**src/rtl/esm_pkg.sv**
```systemverilog
// Shared types and constants for the dependency-matrix scheduler window.
// Register field positions follow the RV32 R/I-type layout.
package esm_pkg;

  typedef enum logic [1:0] {
    SLOT_FREE   = 2'd0,
    SLOT_WAIT   = 2'd1,
    SLOT_ISSUED = 2'd2
  } slot_state_e;

  localparam int REG_FIELD_W = 5;
  localparam int RD_LSB      = 7;
  localparam int RS1_LSB     = 15;
  localparam int RS2_LSB     = 20;

  localparam int DEF_INSTR_W = 32;
  localparam int DEF_NREG    = 32;
  localparam int DEF_BS      = 16;

  typedef struct packed {
    logic [REG_FIELD_W-1:0] rd;
    logic [REG_FIELD_W-1:0] rs1;
    logic [REG_FIELD_W-1:0] rs2;
  } reg_fields_t;

endpackage

```
**src/rtl/esm_prod_table.sv**
```systemverilog
// Register -> in-flight producer slot map: two combinational lookups, one write per cycle,
// and invalidate-by-slot on completion; a same-edge write wins over the invalidate.
module esm_prod_table
  import esm_pkg::*;
#(
  parameter int  NREG   = DEF_NREG,
  parameter int  BS     = DEF_BS,
  localparam int SLOT_W = $clog2(BS)
) (
  input  logic                   clk,
  input  logic                   rst,
  input  logic [REG_FIELD_W-1:0] src1_reg,
  input  logic [REG_FIELD_W-1:0] src2_reg,
  output logic                   src1_vld,
  output logic [SLOT_W-1:0]      src1_slot,
  output logic                   src2_vld,
  output logic [SLOT_W-1:0]      src2_slot,
  input  logic                   wr_en,
  input  logic [REG_FIELD_W-1:0] wr_reg,
  input  logic [SLOT_W-1:0]      wr_slot,
  input  logic                   inv_en,
  input  logic [SLOT_W-1:0]      inv_slot
);

  logic [NREG-1:0]   prod_vld;
  logic [SLOT_W-1:0] prod_slot [NREG];

  always_comb begin
    src1_vld  = 1'b0;
    src1_slot = '0;
    src2_vld  = 1'b0;
    src2_slot = '0;
    for (int r = 0; r < NREG; r++) begin
      if (src1_reg == REG_FIELD_W'(r)) begin
        src1_vld  = prod_vld[r];
        src1_slot = prod_slot[r];
      end
      if (src2_reg == REG_FIELD_W'(r)) begin
        src2_vld  = prod_vld[r];
        src2_slot = prod_slot[r];
      end
    end
  end

  // x0 is hardwired, so its entry is never written and always reads invalid.
  always_ff @(posedge clk or posedge rst) begin
    if (rst) begin
      prod_vld <= '0;
      for (int r = 0; r < NREG; r++) prod_slot[r] <= '0;
    end else begin
      for (int r = 0; r < NREG; r++) begin
        if (wr_en && (r != 0) && (wr_reg == REG_FIELD_W'(r))) begin
          prod_vld[r]  <= 1'b1;
          prod_slot[r] <= wr_slot;
        end else if (inv_en && prod_vld[r] && (prod_slot[r] == inv_slot)) begin
          prod_vld[r] <= 1'b0;
        end
      end
    end
  end

endmodule

```
**src/rtl/esm_dep_matrix.sv**
```systemverilog
// Out-of-order issue window with dependency and age matrices; issue is visible the cycle after alloc/wakeup.
// alloc_ready drops when full (and on any completion cycle unless ESM_DEP_BYPASS_EN is defined).
module esm_dep_matrix
  import esm_pkg::*;
#(
  parameter int  INSTR_W = DEF_INSTR_W,
  parameter int  NREG    = DEF_NREG,
  parameter int  BS      = DEF_BS,
  localparam int SLOT_W  = $clog2(BS)
) (
  input  logic               clk,
  input  logic               rst,
  input  logic               alloc_valid,
  output logic               alloc_ready,
  input  logic [INSTR_W-1:0] instr,
  input  logic               uses_rs2,
  input  logic               writes_rd,
  output logic [SLOT_W-1:0]  alloc_idx,
  output logic               issue_valid,
  output logic [SLOT_W-1:0]  issue_idx,
  input  logic               issue_ack,
  input  logic               cmpl_valid,
  input  logic [SLOT_W-1:0]  cmpl_idx,
  output logic               cmpl_err,
  output logic               full,
  output logic               empty,
  output logic [SLOT_W:0]    occupancy
);

  localparam int CNT_W = SLOT_W + 1;

  slot_state_e       state [BS];
  logic [BS-1:0]     dep   [BS];
  logic [BS-1:0]     age   [BS];

  logic [BS-1:0]     free_mask;
  logic [BS-1:0]     ready_mask;
  logic [BS-1:0]     cmpl_col;
  logic [BS-1:0]     byp_mask;
  logic [BS-1:0]     new_dep;
  logic [BS-1:0]     new_age;
  logic              cmpl_fire;
  logic              alloc_fire;
  logic              issue_fire;
  reg_fields_t       fld;
  logic              src1_vld;
  logic              src2_vld;
  logic [SLOT_W-1:0] src1_slot;
  logic [SLOT_W-1:0] src2_slot;
  logic              unused_instr_bits;

  assign fld.rd  = instr[RD_LSB  +: REG_FIELD_W];
  assign fld.rs1 = instr[RS1_LSB +: REG_FIELD_W];
  assign fld.rs2 = instr[RS2_LSB +: REG_FIELD_W];
  assign unused_instr_bits = ^{instr[INSTR_W-1:RS2_LSB+REG_FIELD_W],
                               instr[RS1_LSB-1:RD_LSB+REG_FIELD_W], instr[RD_LSB-1:0]};

  always_comb begin
    free_mask  = '0;
    ready_mask = '0;
    for (int i = 0; i < BS; i++) begin
      free_mask[i]  = (state[i] == SLOT_FREE);
      ready_mask[i] = (state[i] == SLOT_WAIT) && (dep[i] == '0);
    end
  end

  assign full  = (free_mask == '0);
  assign empty = &free_mask;

  always_comb begin
    occupancy = '0;
    for (int i = 0; i < BS; i++) begin
      if (!free_mask[i]) occupancy = occupancy + CNT_W'(1);
    end
  end

  always_comb begin
    alloc_idx = '0;
    for (int i = BS - 1; i >= 0; i--) begin
      if (free_mask[i]) alloc_idx = SLOT_W'(i);
    end
  end

  // Oldest ready slot: no other ready slot appears in its age row.
  assign issue_valid = |ready_mask;
  always_comb begin
    issue_idx = '0;
    for (int i = BS - 1; i >= 0; i--) begin
      if (ready_mask[i] && ((age[i] & ready_mask) == '0)) issue_idx = SLOT_W'(i);
    end
  end

  assign cmpl_fire  = cmpl_valid && (state[cmpl_idx] == SLOT_ISSUED);
  assign cmpl_col   = cmpl_fire ? (BS'(1) << cmpl_idx) : '0;
  assign alloc_fire = alloc_valid && alloc_ready;
  assign issue_fire = issue_ack && issue_valid;

`ifdef ESM_DEP_BYPASS_EN
  assign alloc_ready = !full;
  assign byp_mask    = cmpl_col;
`else
  assign alloc_ready = !full && !cmpl_valid;
  assign byp_mask    = '0;
`endif

  always_comb begin
    new_dep = '0;
    if ((fld.rs1 != '0) && src1_vld)             new_dep[src1_slot] = 1'b1;
    if (uses_rs2 && (fld.rs2 != '0) && src2_vld) new_dep[src2_slot] = 1'b1;
    new_dep = new_dep & ~byp_mask;
  end

  assign new_age = ~free_mask & ~byp_mask;

  esm_prod_table #(
    .NREG (NREG),
    .BS   (BS)
  ) u_prod_table (
    .clk       (clk),
    .rst       (rst),
    .src1_reg  (fld.rs1),
    .src2_reg  (fld.rs2),
    .src1_vld  (src1_vld),
    .src1_slot (src1_slot),
    .src2_vld  (src2_vld),
    .src2_slot (src2_slot),
    .wr_en     (alloc_fire && writes_rd),
    .wr_reg    (fld.rd),
    .wr_slot   (alloc_idx),
    .inv_en    (cmpl_fire),
    .inv_slot  (cmpl_idx)
  );

  // Age columns are cleared on free too, so a recycled slot is never mistaken for an older one.
  always_ff @(posedge clk or posedge rst) begin
    if (rst) begin
      cmpl_err <= 1'b0;
      for (int i = 0; i < BS; i++) begin
        state[i] <= SLOT_FREE;
        dep[i]   <= '0;
        age[i]   <= '0;
      end
    end else begin
      if (cmpl_valid && !cmpl_fire) cmpl_err <= 1'b1;
      for (int i = 0; i < BS; i++) begin
        if (alloc_fire && (alloc_idx == SLOT_W'(i))) begin
          state[i] <= SLOT_WAIT;
          dep[i]   <= new_dep;
          age[i]   <= new_age;
        end else begin
          if (cmpl_fire && (cmpl_idx == SLOT_W'(i)))        state[i] <= SLOT_FREE;
          else if (issue_fire && (issue_idx == SLOT_W'(i))) state[i] <= SLOT_ISSUED;
          dep[i] <= dep[i] & ~cmpl_col;
          age[i] <= age[i] & ~cmpl_col;
        end
      end
    end
  end

endmodule

```
**config.mk**
```make
export PLATFORM = sky130hd
export DESIGN_NAME = esm_dep_matrix
export DESIGN_NICKNAME = d
export VERILOG_FILES = /design/src/rtl/esm_pkg.sv /design/src/rtl/esm_prod_table.sv /design/src/rtl/esm_dep_matrix.sv
export SDC_FILE = /design/constraint.sdc
export NUM_CORES = 2
export LEC_CHECK = 0
export ABC_AREA = 1
export CORE_UTILIZATION = 34
export CTS_CLUSTER_SIZE = 8
export DETAILED_ROUTE_END_ITERATION = 8
export PLACE_DENSITY = 0.57
export SLEW_MARGIN = 20
export SYNTH_ARGS = -nofsm -noshare
export SYNTH_HDL_FRONTEND = slang
export SYNTH_SLANG_ARGS = --single-unit
```
**constraint.sdc**
```tcl
create_clock -name clk -period 33.5 [get_ports clk]
set_input_delay 6.7 -clock clk [delete_from_list [all_inputs] [get_ports clk]]
set_output_delay 6.7 -clock clk [all_outputs]
set_load 0.02 [all_outputs]
```
==> results.py <==
metrics = {
    "clocking": {
        "cts_inserted_buffers": 98,
        "clock_latency_ns": 0.69,
        "post_cts_resized": 0,
        "clkTransAtPathRegs_ns": 0.06,
        "cts_tree": "built",
        "clkSinkCount": 700,
        "hold_buffers": 0,
        "htreeDepth": 3,
        "cts_buffer_depth": 3,
        "cts-root-buf": "clkbuf_16",
        "postCtsSetupBuffers": 0,
    },
    "place": {
        "post-place-ws_ns": 17.73,
        "hpwl_um": 85050,
        "io_buffers": 43,
        "postPlaceCellArea_mm2": 0.03797,
        "place.gp.congestion": 0.9538,
        "post-place-cells": 6062,
    },
    "worst_hold_path": {
        "min_path_type": "register to register",
    },
    "sta": {
        "fin_setup_tns_ns": 0,
        "skew_ns": 0.05328,
        "hold_viol": 0,
        "layout_min_cycle_time_ns": 16.46,
        "rsz0062_at_grt": "false",
        "fmax_mhz": 60.76,
        "tightest_slew_ns": 1.148,
        "setup_viol": 0,
        "layout_worst_path_cycle_share": 0.4913,
        "hold_slack_ns": 0.4650,
        "final_max_slew_viol_count": 0,
        "relSlewSlack": 0.2285,
        "layout_setup_ws_ns": 17.04,
    },
    "floorplanning": {
        "chipHeight_um": 327.3,
        "die_width_um": 327.3,
        "ioPinCount": 61,
        "coreArea_mm2": 0.1042,
        "num_rows": 118,
        "start_util": 0.3452,
        "die_area_mm2": 0.1071,
    },
    "yosys": {
        "synth_edf_count": 0,
        "synth-seq-area-share": 0.4868,
        "synth_compound_area_frac": 0.1217,
        "synthMuxAreaShare": 0,
        "synth_top_family_by_area": "simple AND/OR/NAND/NOR gates",
        "synth_ff_type": "dfrtp_1",
        "syn_nets": 4819,
        "netlist_area_mm2": 0.03598,
        "postSynthAreaPerCell_um2": 7.558,
        "synth-simple-area-share": 0.2994,
        "synth_seq_cells": 700,
        "async_reset_ff_frac": 1.000,
        "ys_warn_count": 4,
        "yosysUniqueCellTypes": 53,
        "synth_xor_area_frac": 0.005111,
        "synth_fa_ha_area_frac": 0.005216,
        "syn_inst": 4761,
    },
    "route": {
        "drtAntennaViolNets": 0,
        "routed_via_density": 5.441,
        "dr_total_vias": 33565,
        "drt-total-wl_um": 131300,
        "drtPass1Iterations": 6,
        "drc": 0,
        "wl_per_cell_um": 21.29,
        "drtIter0Drc": 3808,
    },
    "setup_path": {
        "crit_path_end_kind": "output pin",
        "crit_fanout": 5,
        "worstPathArrival_ns": 9.76,
        "slowest_delay_ns": 0.59,
        "worst-setup-path-type": "register to output pin",
        "cp_common_cell": "ha_1",
        "crit_slowest_cell": "clkdlybuf4s50_1",
        "cpLargestDelayFamily": "adder cells",
        "start_kind": "register",
        "worst_ep_required_time_ns": 26.80,
        "worst-path-buf-inv": 11,
    },
    "layout": {
        "fin_cells": 6169,
        "stdcell_area_mm2": 0.04061,
        "multi_input_area_mm2": 0.01557,
        "drive_gt1_frac": 0.06640,
        "fill_cells": 10895,
        "antenna_cells": 0,
        "seq_area_mm2": 0.01752,
        "syn2layout_area_growth_pct": 12.85,
        "num-nets-final": 4840,
    },
    "run": {
        "cap_viol_max_count": 0,
    },
    "global_route": {
        "grt_pass1_vias": 31411,
        "grt_util_all_layers": 0.2435,
        "grt_max_degree": 166,
        "overflow": 0,
        "grt_pass1_wl_um": 198900,
        "antenna_found_initial": 2,
    },
    "power_and_ir_drop": {
        "powerDensity_mw_per_mm2": 111.9,
        "ir_drop_uv": 793.1,
        "leakage_uw": 0.02019,
    },
    "status": {
        "status": "finished clean",
    },
}
path summary, 6_finish.rpt:
| check | depth (start not counted) | endpoint | start | slack [ns] |
|---|---|---|---|---|
| worst max-delay path | 52 | occupancy[4] | state[30]$_DFFE_PP0P_ | 17.04 |
| worst min-delay path | 1 | cmpl_err$_DFFE_PP0P_ | cmpl_err$_DFFE_PP0P_ | 0.46 |
| worst max register to register | 23 | dep[225]$_DFF_PP0_ | state[0]$_DFFE_PP0P_ | 28.33 |
| worst min register to register | 1 | cmpl_err$_DFFE_PP0P_ | cmpl_err$_DFFE_PP0P_ | 0.46 |
| max in group asynchronous | 4 | dep[13]$_DFF_PP0_ | rst | 24.87 |
| min in group asynchronous | 2 | u_prod_table.prod_slot[122]$_DFFE_PP0P_ | rst | 6.58 |
layout make-up:
class / count / share of cell area
multi-input combinational: 3302 / 0.3833
clock inverter: 9 / 0.004375
inverter: 555 / 0.05149
clock buffer: 98 / 0.06039
timing repair buffer: 125 / 0.02656
tap: 1380 / 0.04252
sequential: 700 / 0.4314
through the flow:
stage	util	power, uW
global route	0.3896	4912
finish	0.3896	4542
floorplan	-	2886
global placement	0.3643	3624
CTS	0.3895	4557
detailed placement	0.3643	3652
routing by layer:
metal / share of wire / up-vias / global-route usage / routed length, um
li1: - / 15594 / - / -
met1: 0.45 / 16343 / 0.3511 / 59060
met2: 0.44 / 1384 / 0.3733 / 57740
met3: 0.081 / 242 / 0.03791 / 10700
met4: 0.029 / 2 / 0.07659 / 3818
met5: 0.000099 / - / 0 / 13
where the power goes:
part	internal (uW)	total, uW	switching, uW
Clock	517	896	380
Sequential	1070	1190	128
Combinational	859	2450	1590
Total	2440	4540	2100
registers in the layout, summed over array words and instances (netlist names):
name / cells
age: 256
dep: 256
u_prod_table.prod_slot: 124
state: 32
u_prod_table.prod_vld: 31
cmpl_err: 1
layout by cell type (no fill, tap or decap), types with 12 or more instances in the layout:
cell type | synthesis | layout
or2_2 | 12 | 12
clkinv_1 | 23 | 19
nor3_1 | 35 | 31
buf_4 | 17 | 79
inv_2 | 20 | 25
nor4_1 | 55 | 55
clkbuf_16 | 0 | 98
nor2_2 | 17 | 23
nand3_1 | 501 | 500
dfrtp_1 | 700 | 700
nand4_1 | 76 | 76
inv_1 | 512 | 510
o22ai_1 | 116 | 116
a21oi_1 | 75 | 75
nand2_1 | 1429 | 1429
o21ai_1 | 17 | 17
ha_1 | 15 | 15
a22o_1 | 16 | 16
a221oi_1 | 26 | 26
clkdlybuf4s50_1 | 0 | 42
o21ai_0 | 447 | 447
nand2_2 | 37 | 37
xor2_1 | 12 | 12
o2111ai_1 | 19 | 19
nor2_1 | 297 | 291
Yosys cell counts, drive strengths merged, types with 13 or more instances:
master,count,area share
inv,532,0.055
nand3,506,0.071
nor4,55,0.0096
a22o,16,0.0039
clkinv,23,0.0024
dfrtp,700,0.49
ha,15,0.0052
buf,36,0.0064
clkbuf,168,0.018
o22ai,116,0.020
o21ai,468,0.066
o2111ai,19,0.0046
nand2,1469,0.16
or2,13,0.0023
a21oi,77,0.011
nand4,77,0.014
nor2,319,0.036
xor2,13,0.0037
nor3,38,0.0059
a221oi,26,0.0063
kinds of logic (layout without fill, tap and decap cells):
| group | Yosys count | after routing |
|---|---|---|
| and+or+nand+nor | 2503 | 2503 |
| AOI/OAI and AO/OA | 766 | 766 |
| buffers and inverters | 759 | 787 |
| DFF | 700 | 700 |
| xor gates and xnor gates | 18 | 18 |
| adders and majority gates | 15 | 15 |
(Power assumes the default switching activity.)
